--- config.mk ---
export PLATFORM = sky130hd
export DESIGN_NAME = stream_width_downsizer
export DESIGN_NICKNAME = d
export VERILOG_FILES = /design/src/rtl/stream_width_downsizer.sv
export SDC_FILE = /design/constraint.sdc
export NUM_CORES = 1
export LEC_CHECK = 0
export CAP_MARGIN = 20
export CORE_ASPECT_RATIO = 0.9
export CORE_MARGIN = 1
export CORE_UTILIZATION = 33
export CTS_BUF_LIST = sky130_fd_sc_hd__clkbuf_8 sky130_fd_sc_hd__clkbuf_16
export DETAILED_ROUTE_END_ITERATION = 6
export PLACE_DENSITY = 0.67
export SLEW_MARGIN = 20
export SYNTH_ARGS = -nofsm -noshare
export SYNTH_HDL_FRONTEND = slang
export SYNTH_SLANG_ARGS = --single-unit
--- constraint.sdc ---
create_clock -name clk -period 4.4 [get_ports clk]
set_input_delay 0.88 -clock clk [delete_from_list [all_inputs] [get_ports clk]]
set_output_delay 0.88 -clock clk [all_outputs]
set_load 0.01 [all_outputs]
--- src/rtl/stream_width_downsizer.sv ---
// Splits each upstream word into OUT_WIDTH-wide beats, lane 0 first, emitting only the valid lanes.
// Holds at most one word; the next word is accepted on the final-lane beat so packets flow without bubbles.
module stream_width_downsizer #(
  parameter int IN_WIDTH  = 64,
  parameter int OUT_WIDTH = 8
) (
  input  logic                 clk,
  input  logic                 reset,
  input  logic                 s_valid,
  output logic                 s_ready,
  input  logic [IN_WIDTH-1:0]  s_data,
  input  logic [3:0]           s_lanes,
  input  logic                 s_last,
  output logic                 m_valid,
  input  logic                 m_ready,
  output logic [OUT_WIDTH-1:0] m_data,
  output logic                 m_last,
  output logic [15:0]          word_count,
  output logic [15:0]          pkt_count
);

  localparam int LANES = IN_WIDTH / OUT_WIDTH;
  localparam int IDX_W = (LANES > 1) ? $clog2(LANES) : 1;

  typedef enum logic {
    IDLE = 1'b0,
    SEND = 1'b1
  } state_t;

  state_t                state_q, state_d;
  logic [IN_WIDTH-1:0]   word_q, word_d;
  logic [IDX_W-1:0]      idx_q, idx_d;
  logic [IDX_W-1:0]      last_idx_q, last_idx_d;
  logic                  last_q, last_d;
  logic [15:0]           word_count_q, word_count_d;
  logic [15:0]           pkt_count_q, pkt_count_d;

  logic                  on_final_lane;
  logic                  up_xfer;
  logic                  dn_xfer;
  logic [OUT_WIDTH-1:0]  lane_data;

  // Out-of-range lane counts (0 or more than fit in a word) mean "whole word".
  function automatic logic [IDX_W-1:0] final_lane_idx(input logic [3:0] lanes);
    if (lanes == 4'd0 || int'(lanes) > LANES) begin
      return IDX_W'(LANES - 1);
    end
    return IDX_W'(int'(lanes) - 1);
  endfunction

  assign on_final_lane = (idx_q == last_idx_q);
  assign lane_data     = word_q[idx_q * OUT_WIDTH +: OUT_WIDTH];

  // Downstream outputs come only from registered state.
  assign m_valid = (state_q == SEND);
  assign m_data  = (state_q == SEND) ? lane_data : '0;
  assign m_last  = (state_q == SEND) && last_q && on_final_lane;

  assign s_ready = (state_q == IDLE) || (m_ready && on_final_lane);

  assign up_xfer = s_valid && s_ready;
  assign dn_xfer = m_valid && m_ready;

  assign word_count = word_count_q;
  assign pkt_count  = pkt_count_q;

  always_comb begin
    state_d      = state_q;
    word_d       = word_q;
    idx_d        = idx_q;
    last_idx_d   = last_idx_q;
    last_d       = last_q;
    word_count_d = word_count_q + 16'(up_xfer);
    pkt_count_d  = pkt_count_q + 16'(dn_xfer && m_last);

    case (state_q)
      IDLE: begin
        if (up_xfer) begin
          state_d    = SEND;
          word_d     = s_data;
          idx_d      = '0;
          last_idx_d = final_lane_idx(s_lanes);
          last_d     = s_last;
        end
      end
      SEND: begin
        if (dn_xfer) begin
          if (!on_final_lane) begin
            idx_d = idx_q + 1'b1;
          end else if (up_xfer) begin
            word_d     = s_data;
            idx_d      = '0;
            last_idx_d = final_lane_idx(s_lanes);
            last_d     = s_last;
          end else begin
            state_d = IDLE;
          end
        end
      end
      default: state_d = IDLE;
    endcase
  end

  // Control state and counters; reset discards any held word.
  always_ff @(posedge clk) begin
    if (reset) begin
      state_q      <= IDLE;
      idx_q        <= '0;
      word_count_q <= '0;
      pkt_count_q  <= '0;
    end else begin
      state_q      <= state_d;
      idx_q        <= idx_d;
      word_count_q <= word_count_d;
      pkt_count_q  <= pkt_count_d;
    end
  end

  // Held word payload; only observed while in SEND, so it needs no reset.
  always_ff @(posedge clk) begin
    word_q     <= word_d;
    last_idx_q <= last_idx_d;
    last_q     <= last_d;
  end

endmodule

# [Word level (Yosys, flattened, before mapping)]
# Cells that the tools add are included.
[totals] inputBits=73 memories=0 romBits=0 reg_bits=104 latch_bits=0 ramBits=0
[classes] n_shift=1 n_bitwise=1 n_mul=0 div_mod_pow=0 n_mux=31 n_eq_ne=5 magnitude_cmp=1 reduce_logical=11 n_addsub=4
[op_table] cell="2-to-1 mux 64 bit" n=3
[op_table] cell="case mux 64 bit (2 select lines)" n=1
[op_table] cell="indexed part select 64 x 7 -> 8 bit" n=1
[op_table] cell="adder 16 x 1 -> 16 bit" n=2
[op_table] cell="2-to-1 mux 3 bit" n=10
[op_table] cell="2-to-1 mux 1 bit" n=12
[op_table] cell="case mux 3 bit (2 select lines)" n=2
[op_table] cell="2-to-1 mux 8 bit" n=1
[op_table] cell="logical AND 1 bit" n=6
[op_table] cell="inequality test 2 x 1 -> 1 bit (second input constant)" n=3
[op_table] cell="greater-than comparator 4 bit (second input constant)" n=1
[op_table] cell="logical NOT 4 bit" n=1
[op_table] cell="case mux 1 bit (2 select lines)" n=2
[op_table] cell="AND reduction 4 bit" n=1
[op_table] cell="adder 3 x 1 -> 3 bit (second input constant)" n=1
[op_table] cell="== test 3 bit" n=1
[op_table] cell="subtractor 3 x 1 -> 3 bit (second input constant)" n=1
[op_table] cell="logical OR 1 bit" n=2
[op_table] cell="inequality test 2 bit (second input constant)" n=1
[op_table] cell="AND reduction 2 bit" n=1
[op_table] cell="inverter 1 bit" n=1

# [Depth between registers and ports, before layout]
# Gate-level depths: netlist of run 1.
[depth] depth_word=13 ltp_mapped=11 ltp_nobuf=10

# [Worst setup path after synthesis of run 1]
# No wires, ideal clock.
[synth_path] path_kind="reg2reg" startpoint="register idx_q[1]" endpoint="register last_q, enable pin" path_buffers=1 required_time_ns=3.970 stages_incl_launch_ff=6 path_slack_ns=0.882 synth_period_minus_slack_ns=3.518 arrival_ns=3.089 cell_sequence="dfxtp_1 > clkbuf_1 > xnor2_1 > nand3_1 > o21ai_0 > and2_1"
[synth_via] elab_chain_cells=3
[synth_lines] element="start, declared" line="32" text="logic [IDX_W-1:0] idx_q, idx_d;"
[synth_lines] element="start signal, assigned" line="113" text="idx_q <= idx_d;"
[synth_lines] element="== test 3 bit" line="51" text="assign on_final_lane = (idx_q == last_idx_q);"
[synth_lines] element="inequality test 2 x 1 -> 1 bit (no line)"
[synth_lines] element="AND reduction 2 bit (no line)"
[synth_lines] element="end signal, assigned" line="123" text="last_q <= last_d;"
[synth_lines] element="end, declared" line="34" text="logic last_q, last_d;"
# No other way between the ends.
# A chain may end at the register's enable or synchronous reset.

# [Final worst setup path of run 1]
[layout_path] startpoint="register idx_q[0]" endpoint="output s_ready"
[layout_via] elab_chain_cells=3
[layout_lines] element="== test 3 bit" line="51"
[layout_lines] element="logical AND 1 bit" line="59" text="assign s_ready = (state_q == IDLE) || (m_ready && on_final_lane);"
[layout_lines] element="logical OR 1 bit" line="59"
[layout_lines] element="end, declared" line="10" text="output logic s_ready,"
# No other way between the ends.

==> flow_summary.json, run 1 <==
{
  "cts_setup_buffers": 0,
  "core_um2": 12300,
  "synth_area_um2": 4240,
  "cp-start-kind": "register",
  "endpoint_kind": "primary output",
  "power_frac_seq_pct": 52.8,
  "fin_crit_sh_pct": 76.5,
  "root_buffer": "clkbuf_16",
  "min-delay-path-class": "reg2reg",
  "die_h_um": 109,
  "numPortBuffers": 115,
  "ys_seq_elements": 104,
  "run_status": "completed",
  "worstMarginPinSlew_ps": 619,
  "num_rows": 38,
  "grt_usage_pct": 14.2,
  "grt_max_degree": 42,
  "maxSlewHeadroom_pct": 58.7,
  "holdWs_ps": 495,
  "wirelength_um": 8890,
  "antennaDiodeCount": 0,
  "ys_seq_area_share_pct": 65.2,
  "cts_buffers": 9,
  "areaGrowthSynthToFinish_pct": 39.5,
  "antenna_found_initial": 0,
  "min_period_ps": 3370,
  "synthCells": 305,
  "crit_buf_inv": 2,
  "finalPower_mw": 2.08,
  "grt_pass1_wl_um": 14100,
  "htreeDepth": 3,
  "peakVddDrop_uv": 204,
  "synth_commonest_cells": "edfxtp_1, dfxtp_1, nor2_1, xnor2_1, mux4_2",
  "power_frac_comb_pct": 8.3,
  "internal_power_mw": 1.64,
  "multi_input_area_um2": 1400,
  "place_inst": 577,
  "max_freq_mhz": 297,
  "die_area_um2": 13300,
  "skew_ps": 7.55,
  "switchingPower_mw": 0.439,
  "yosysTopAreaCellShare_pct": 48.2,
  "cts.sinks": 104,
  "vias": 2856,
  "ys_warn_count": 0,
  "cts_resized": 0,
  "hpwlAfterDp_um": 6360,
  "post-place-ws_ps": 1070,
  "cts_tree": "built",
  "fin_area_um2": 5910,
  "cpMaxStageDelayCell": "clkdlybuf4s50_1",
  "synth_area_leaders": "edfxtp_1, dfxtp_1, mux4_2",
  "viasPerCell": 4.82,
  "postLayoutCoreUtil_pct": 48.2,
  "die_w_um": 121,
  "path_cells": "buf_4 -> xnor2_1 -> nand3_1 -> o21ai_0 -> clkdlybuf4s50_1",
  "gp_congestion": 0.787,
  "first_pass_iters": 4,
  "slew_violations": 0,
  "p_per_area_nw_per_um2": 351,
  "wl_per_cell_um": 15.0,
  "rsz0062_at_grt": "false",
  "seq_area_um2": 2760,
  "worstSetupPathType": "reg2out",
  "hold_viol": 0,
  "drtAntennaViolNets": 0,
  "worstPathRequired_ps": 3520,
  "timing.final.ws_setup_ps": 1030,
  "ys.flop_type": "edfxtp_1",
  "clock_latency_ps": 340,
  "cp_max_fo": 13,
  "grt_pass1_vias": 2749,
  "start_util_pct": 34.5,
  "p_sw_share_pct": 21.1,
  "instances_no_fill": 593,
  "postSynthNetCount": 384,
  "overflow": 0,
  "drt_iter0_drc": 187,
  "power_leakage_nw": 1.94,
  "num-fill-cells": 1091,
  "path_delay_family": "buffers and inverters",
  "ctsHoldBuffers": 0,
  "synth.avg_cell_area_um2": 13.9,
  "num-nets-final": 507,
  "drc_errors": 0,
  "setup_viol_count_final": 0,
  "worstPathArrival_ps": 2490,
  "yosysUniqueCellTypes": 32,
  "synth_edf_count": 68,
  "path_clk_slew_ps": 70,
  "power_frac_clock_pct": 38.9,
  "cpPeakStageDelay_ps": 630,
  "yosysMostFrequentCell": "edfxtp_1",
  "cts.path.max_buffers": 2,
  "synth.largest_area_cell": "edfxtp_1",
  "ios": 116,
  "layout-drive-gt1-share_pct": 9.01,
  "fin_setup_tns_ps": 0,
  "async_reset_ff_share_pct": 0,
  "dpl-instance-area_um2": 5610,
  "cap_viol_max_count": 0
}
## kinds of logic after synthesis
logic type               count (synthesis)  synth area share (%)
flip-flops                             104                  65.2
AND/OR/NAND/NOR                        103                  12.3
XOR/XNOR                                25                  5.17
multiplexers                            25                  10.6
AO/OA/AOI/OAI                           23                  3.10
buffers and inverters                   19                  1.74
adder cells (fa/ha/maj)                  6                  1.77
## power groups by stage
stage / clock network [mW] / registers, mW / logic (mW)
2_1_floorplan: 0 / 1.12 / 0.0686
3_3_place_gp: 0 / 1.12 / 0.171
3_5_place_dp: 0 / 1.12 / 0.174
4_1_cts: 0.838 / 1.10 / 0.175
5_1_grt: 0.869 / 1.10 / 0.186
6_report: 0.808 / 1.10 / 0.172
## cell type report
cell class / count / share of cell area [%]
multi-input cells: 182 / 23.7
flip-flops and latches: 104 / 46.7
repair buffers: 121 / 20.5
clock inverters: 7 / 1.27
inverters: 10 / 0.635
clock buffers: 9 / 3.81
well taps: 160 / 3.39
## sequential cells by signal (all words and copies together), names as in the netlist
signal	flops
last_idx_q	3
last_q	1
pkt_count	16
idx_q	3
word_count	16
word_q	64
m_valid	1
## cells in the final DEF (no fill, tap or decap), types with 2 or more instances in the layout
master / count
nand2_1: 14
ha_1: 6
inv_6: 3
inv_1: 10
or3_1: 6
nand2b_1: 2
mux2i_1: 9
nor2b_1: 6
nor3_1: 9
nor4_1: 7
edfxtp_1: 68
mux4_2: 16
nand3_1: 12
nand4_1: 8
clkbuf_16: 9
xor2_1: 7
a21oi_1: 7
clkdlybuf4s50_1: 115
o21ai_0: 11
nor2_1: 32
xnor2_1: 18
buf_4: 5
and2_1: 2
a32o_1: 2
dfxtp_1: 36
clkinv_1: 2
## worst register-to-register path, stage by stage (launching register included)
cell and delay [ps]:
dfxtp_1 340, buf_4 280, xnor2_1 210, nand3_1 230, o21ai_0 450, and2_1 210
ha_1 170, ha_1 200, nand2_1 160, nor4_1 370, xnor2_1 160, nor2_1 50
## worst paths after layout
path / from / end / slack, ps / depth (start not counted)
worst max-delay path: idx_q[0]$_SDFFE_PP0N_ / s_ready / 1030 / 5
worst min-delay path: word_count[15]$_SDFF_PP0_ / word_count[15]$_SDFF_PP0_ / 490 / 2
worst max register to register: idx_q[0]$_SDFFE_PP0N_ / word_count[14]$_SDFF_PP0_ / 1450 / 11
worst min register to register: word_count[15]$_SDFF_PP0_ / word_count[15]$_SDFF_PP0_ / 490 / 2
## routing by layer
metal | part of all wire (%) | GRT usage (%)
met4 | 1.4 | 5.56
met5 | 0 | 0
met1 | 44 | 18.1
met3 | 5.3 | 3.84
met2 | 49 | 22.9
Note: power is estimated with default switching activity, not from simulation.
==> run 2: changes to the inputs <==
--- a/config.mk
+++ b/config.mk
@@ -11,7 +11,7 @@
 export CORE_UTILIZATION = 33
 export CTS_BUF_LIST = sky130_fd_sc_hd__clkbuf_8 sky130_fd_sc_hd__clkbuf_16
 export DETAILED_ROUTE_END_ITERATION = 6
-export PLACE_DENSITY = 0.67
+export PLACE_DENSITY = 0.7
 export SLEW_MARGIN = 20
 export SYNTH_ARGS = -nofsm -noshare
 export SYNTH_HDL_FRONTEND = slang
==> constraint.sdc (replaced) <==
create_clock -name clk -period 2.7 [get_ports clk]
set_input_delay 0.54 -clock clk [delete_from_list [all_inputs] [get_ports clk]]
set_output_delay 0.54 -clock clk [all_outputs]
set_load 0.01 [all_outputs]
==> flow_summary.json, run 2 (synthesized netlist as in run 1, its figures left out) <==
{
  "run_status": "completed",
  "viasPerCell": 4.83,
  "r2r_cells": 9,
  "die_w_um": 121,
  "grt_pass1_wl_um": 14200,
  "fin_area_um2": 5980,
  "vias": 2873,
  "dpl-instance-area_um2": 5660,
  "numPortBuffers": 115,
  "start_util_pct": 34.5,
  "fin_crit_sh_pct": 94.9,
  "peakVddDrop_uv": 345,
  "wl_per_cell_um": 15.1,
  "rsz0062_at_grt": "false",
  "path_cells": "xnor2_2 -> nand3_1 -> buf_4 -> nor3_1 -> clkdlybuf4s50_1",
  "root_buffer": "clkbuf_16",
  "slew_violations": 0,
  "cts.path.max_buffers": 2,
  "hpwlAfterDp_um": 6470,
  "whs_endpoint": "pkt_count[15]$_SDFF_PP0_",
  "grt_pass1_vias": 2851,
  "antennaDiodeCount": 0,
  "wirelength_um": 8960,
  "layout-drive-gt1-share_pct": 10.3,
  "p_per_area_nw_per_um2": 573,
  "cp-start-kind": "register",
  "cpMaxStageDelayCell": "clkdlybuf4s50_1",
  "r2r-end": "pkt_count[8]$_SDFF_PP0_",
  "cts.sinks": 104,
  "die_area_um2": 13300,
  "num_rows": 38,
  "regToRegSetupSlack_ps": 360,
  "grt_max_degree": 35,
  "drtAntennaViolNets": 0,
  "worstMarginPinSlew_ps": 417,
  "skew_ps": 7.67,
  "setup_viol_count_final": 0,
  "largest_register_ff_count": 64,
  "worstSetupPathType": "reg2out",
  "finalPower_mw": 3.43,
  "endpoint_kind": "primary output",
  "min_from": "pkt_count[15]$_SDFF_PP0_",
  "cap_viol_max_count": 0,
  "worstPathRequired_ps": 2160,
  "drc_errors": 0,
  "regMostFlops": "word_q",
  "core_um2": 12300,
  "drt_iter0_drc": 156,
  "fin_setup_tns_ps": 0,
  "hold_depth": 2,
  "num-nets-final": 510,
  "overflow": 0,
  "cts_tree": "built",
  "min_period_ps": 2560,
  "path_clk_slew_ps": 70,
  "power_leakage_nw": 2.01,
  "cts_buffers": 9,
  "min-delay-path-class": "reg2reg",
  "r2r-start": "last_idx_q[0]$_SDFFCE_PP1P_",
  "cp_max_fo": 5,
  "areaGrowthSynthToFinish_pct": 41.3,
  "clock_latency_ps": 340,
  "maxSlewHeadroom_pct": 71.9,
  "cpPeakStageDelay_ps": 580,
  "first_pass_iters": 4,
  "hold_viol": 0,
  "worstPathArrival_ps": 2020,
  "gp_congestion": 0.803,
  "htreeDepth": 3,
  "grt_usage_pct": 14.3,
  "ios": 116,
  "final_cell_mix": "clkdlybuf4s50_1, edfxtp_1, dfxtp_1",
  "layout_commonest_cell": "clkdlybuf4s50_1",
  "die_h_um": 109,
  "antenna_found_initial": 0,
  "max_freq_mhz": 390
}
## run 2: cell count changes in the layout (fill, tap and decap cells not counted), sizes merged
cell and change:
clkinvlp +1, inv -3, buf +3, bufinv +1, dlygate4sd2 +8, clkdlybuf4s50 -8
## run 2: cell type report
cell class,instances,area [um^2]
fillers,1093,6280
flip-flops and latches,104,2770
multi-input cells,182,1420
repair buffers,124,1250
clock buffers,9,225
well taps,160,200
clock inverters,6,83.8
inverters,10,37.5
## run 2: worst max path at each step
stage	startpoint	cells past startpoint	slack (ps)	to
after CTS	m_valid$_SDFF_PP0_	3	70	m_last
after floorplan	idx_q[1]$_SDFFE_PP0N_	11	80	word_count[14]$_SDFF_PP0_
final	last_idx_q[0]$_SDFFCE_PP1P_	5	140	m_last
after detailed placement	m_ready	10	30	word_count[12]$_SDFF_PP0_
after global placement	m_ready	10	100	word_count[14]$_SDFF_PP0_
after global routing	m_valid$_SDFF_PP0_	3	20	m_last
## run 2: worst max-delay path: cells and delay by family, from the launching register on
family	cells	cell delay (ps)
flip-flops	1	410
buffers and inverters	2	750
AND/OR/NAND/NOR	2	310
XOR/XNOR	1	210
## run 2: repair_timing
action / 4_1_cts / 5_1_grt
endpoints found under the setup margin: 8 / 1
hold buffers: 0 / 0
buffers inserted: 0 / 0
gates resized for setup: 10 / 3
## run 2: per-layer routing
layer	global-route usage [%]	share of wire (%)	wire, um	up-vias
li1	-	-	-	1387
met1	17.7	44	3950	1377
met2	23.5	49	4350	96
met5	0	0	0	-
met4	5.82	1.7	152	0
met3	4.25	5.7	514	13
## run 2: power by group
| group | internal (mW) | switching (mW) | leakage (nW) | total (mW) |
|---|---|---|---|---|
| logic | 0.175 | 0.111 | 0.925 | 0.286 |
| registers | 1.77 | 0.0213 | 0.938 | 1.79 |
| clock network | 0.804 | 0.545 | 0.151 | 1.35 |
## run 2: through the flow
step	hold WS, ps	instances	worst slack (ps)	utilization [%]
after floorplan	502	305	75.5	-
final	489	595	139	48.8
after global placement	474	580	98.8	46.1
after detailed placement	476	580	31.3	46.1
after global routing	527	595	15.1	48.8
after CTS	489	595	65.3	48.6
==> run 3: changes to the inputs <==
--- a/config.mk
+++ b/config.mk
@@ -5,13 +5,14 @@
 export SDC_FILE = /design/constraint.sdc
 export NUM_CORES = 1
 export LEC_CHECK = 0
+export ABC_AREA = 1
 export CAP_MARGIN = 20
 export CORE_ASPECT_RATIO = 0.9
 export CORE_MARGIN = 1
 export CORE_UTILIZATION = 33
 export CTS_BUF_LIST = sky130_fd_sc_hd__clkbuf_8 sky130_fd_sc_hd__clkbuf_16
 export DETAILED_ROUTE_END_ITERATION = 6
-export PLACE_DENSITY = 0.7
+export PLACE_DENSITY = 0.69
 export SLEW_MARGIN = 20
 export SYNTH_ARGS = -nofsm -noshare
 export SYNTH_HDL_FRONTEND = slang
==> flow_summary.json, run 3 <==
{
  "run_status": "completed",
  "worstSetupPathType": "reg2out",
  "largest_register_ff_count": 64,
  "cts_tree": "built",
  "cpMaxStageDelayCell": "clkdlybuf4s50_1",
  "yosysUniqueCellTypes": 32,
  "antennaDiodeCount": 0,
  "die_w_um": 124,
  "num-nets-final": 659,
  "areaGrowthSynthToFinish_pct": 39.8,
  "gp_congestion": 0.843,
  "drc_errors": 0,
  "path_clk_slew_ps": 70,
  "die_area_um2": 14000,
  "endpoint_kind": "primary output",
  "grt_pass1_wl_um": 17700,
  "min_period_ps": 2590,
  "cp_common_cell": "nand2_1",
  "htreeDepth": 3,
  "worstMarginPinSlew_ps": 535,
  "whs_endpoint": "pkt_count[15]$_SDFF_PP0_",
  "cpPeakStageDelay_ps": 590,
  "drt_iter0_drc": 233,
  "peakVddDrop_uv": 386,
  "fin_setup_tns_ps": 0,
  "viasPerCell": 4.82,
  "worstPathRequired_ps": 2160,
  "p_per_area_nw_per_um2": 544,
  "finalPower_mw": 3.39,
  "worstPathArrival_ps": 2050,
  "cts.sinks": 104,
  "synthCells": 453,
  "max_freq_mhz": 387,
  "slew_violations": 0,
  "wl_per_cell_um": 15.0,
  "synth_commonest_cells": "nor2_1, edfxtp_1, nand2_1, o21ai_0, inv_1",
  "r2r-end": "word_count[8]$_SDFF_PP0_",
  "num-fill-cells": 1184,
  "maxSlewHeadroom_pct": 64.3,
  "regMostFlops": "word_q",
  "hpwlAfterDp_um": 8030,
  "power_leakage_nw": 2.26,
  "synth.avg_cell_area_um2": 9.83,
  "postSynthNetCount": 532,
  "rsz0062_at_grt": "false",
  "die_h_um": 112,
  "holdWs_ps": 476,
  "synth.largest_area_cell": "edfxtp_1",
  "cp-start-kind": "register",
  "ys.flop_type": "edfxtp_1",
  "grt_pass1_vias": 3590,
  "start_util_pct": 34.4,
  "min-delay-path-class": "reg2reg",
  "layout_commonest_cell": "clkdlybuf4s50_1",
  "core_um2": 12900,
  "fin_crit_sh_pct": 95.8,
  "grt_max_degree": 66,
  "path_cells": "clkinvlp_4 -> buf_4 -> nand2_1 -> nand2_1 -> nand3_4 -> o21ai_4 -> clkdlybuf4s50_1",
  "synth_area_leaders": "edfxtp_1, dfxtp_1, nor2_1",
  "ys_seq_area_share_pct": 62.0,
  "cap_viol_max_count": 0,
  "ys_warn_count": 0,
  "yosysTopAreaCellShare_pct": 45.9,
  "clock_latency_ps": 340,
  "synth_area_um2": 4450,
  "synth_edf_count": 68,
  "num_rows": 39,
  "r2r-start": "idx_q[1]$_SDFFE_PP0N_",
  "cts_buffers": 9,
  "wirelength_um": 11200,
  "hold_viol": 0,
  "cts.path.max_buffers": 2,
  "skew_ps": 10.0,
  "async_reset_ff_share_pct": 0,
  "final_cell_mix": "clkdlybuf4s50_1, nor2_1, edfxtp_1",
  "root_buffer": "clkbuf_16",
  "r2r_cells": 15,
  "cp_max_fo": 9,
  "vias": 3609,
  "numPortBuffers": 115,
  "drtAntennaViolNets": 0,
  "grt_usage_pct": 16.2,
  "ys_seq_elements": 104,
  "min_from": "pkt_count[15]$_SDFF_PP0_",
  "first_pass_iters": 7,
  "ios": 116,
  "overflow": 0,
  "regToRegSetupSlack_ps": 290,
  "layout-drive-gt1-share_pct": 9.40,
  "hold_depth": 2,
  "setup_viol_count_final": 0,
  "antenna_found_initial": 0,
  "yosysMostFrequentCell": "nor2_1"
}
[run 3: cell count changes after synthesis, moves of 9 or more]
cell	before	now
nor2_1	32	85
nand2_1	14	60
a21oi_1	7	21
mux2i_1	9	0
mux4_2	16	0
o21ai_0	11	47
o22ai_1	0	16
inv_1	9	40
xnor2_1	18	1
[run 3: worst max-delay path by stage]
stage | from | cells after the start | to | slack (ps)
6_report | idx_q[1]$_SDFFE_PP0N_ | 7 | s_ready | 110
5_1_grt | idx_q[1]$_SDFFE_PP0N_ | 7 | s_ready | 4
4_1_cts | idx_q[0]$_SDFFE_PP0N_ | 6 | m_data[2] | 10
3_5_place_dp | m_ready | 13 | word_count[10]$_SDFF_PP0_ | 30
3_3_place_gp | m_ready | 12 | pkt_count[12]$_SDFF_PP0_ | 100
2_1_floorplan | idx_q[1]$_SDFFE_PP0N_ | 7 | last_q$_DFFE_PP_ | 470
[run 3: worst max-delay path: cells and delay by family, from the launching register on]
| family | cells | cell delay (ps) |
|---|---|---|
| simple gates | 3 | 290 |
| buf+inv | 3 | 840 |
| compound gates | 1 | 180 |
| flops | 1 | 390 |
[run 3: report_power, final]
group          leakage, nW  switching (mW)  total [mW]  internal [mW]
clock                0.142           0.570        1.29          0.718
combinational         1.18           0.141       0.307          0.166
sequential           0.938          0.0229        1.79           1.77
[run 3: repair_timing]
item	CTS	global route
resized for setup	5	12
gates cloned	0	1
setup buffers	2	0
pin swaps	0	1
hold buffers	0	0
hold endpoints to repair	0	0
endpoints found under the setup margin	8	7
[run 3: metrics by stage]
step,setup WS (ps),cells,instance area (um^2),util (%)
3_3_place_gp,101,730,5850,45.2
6_report,114,749,6220,48.1
2_1_floorplan,471,453,4460,-
4_1_cts,11.7,748,6170,47.7
5_1_grt,3.69,749,6220,48.1
3_5_place_dp,34.7,730,5850,45.2
[run 3: layout make-up]
class                   instances  area (um^2)  share of cell area, %
inverters                      43          171                   2.75
well taps                     164          205                   3.30
flip-flops and latches        104         2770                   44.5
multi-input cells             291         1460                   23.4
repair buffers                131         1330                   21.3
clock inverters                 7         70.1                   1.13
clock buffers                   9          225                   3.62
[run 3: metal layers]
layer  global-route usage [%]  vias to the layer above  part of all wire, %
li1                         -                     1789                    -
met1                     20.2                     1727                   46
met2                     27.3                       82                   49
met3                     4.62                       11                  4.5
met4                     4.42                        0                  1.1
met5                        0                        -                    0
[run 3: logic make-up after synthesis]
kind of cell / after synthesis / share of synthesized area (%)
and+or+nand+nor: 192 / 18.9
AOI/OAI and AO/OA: 87 / 10.5
adders and majority gates: 6 / 1.69
xor gates and xnor gates: 6 / 1.35
DFF: 104 / 62.0
buffers and inverters: 58 / 5.56
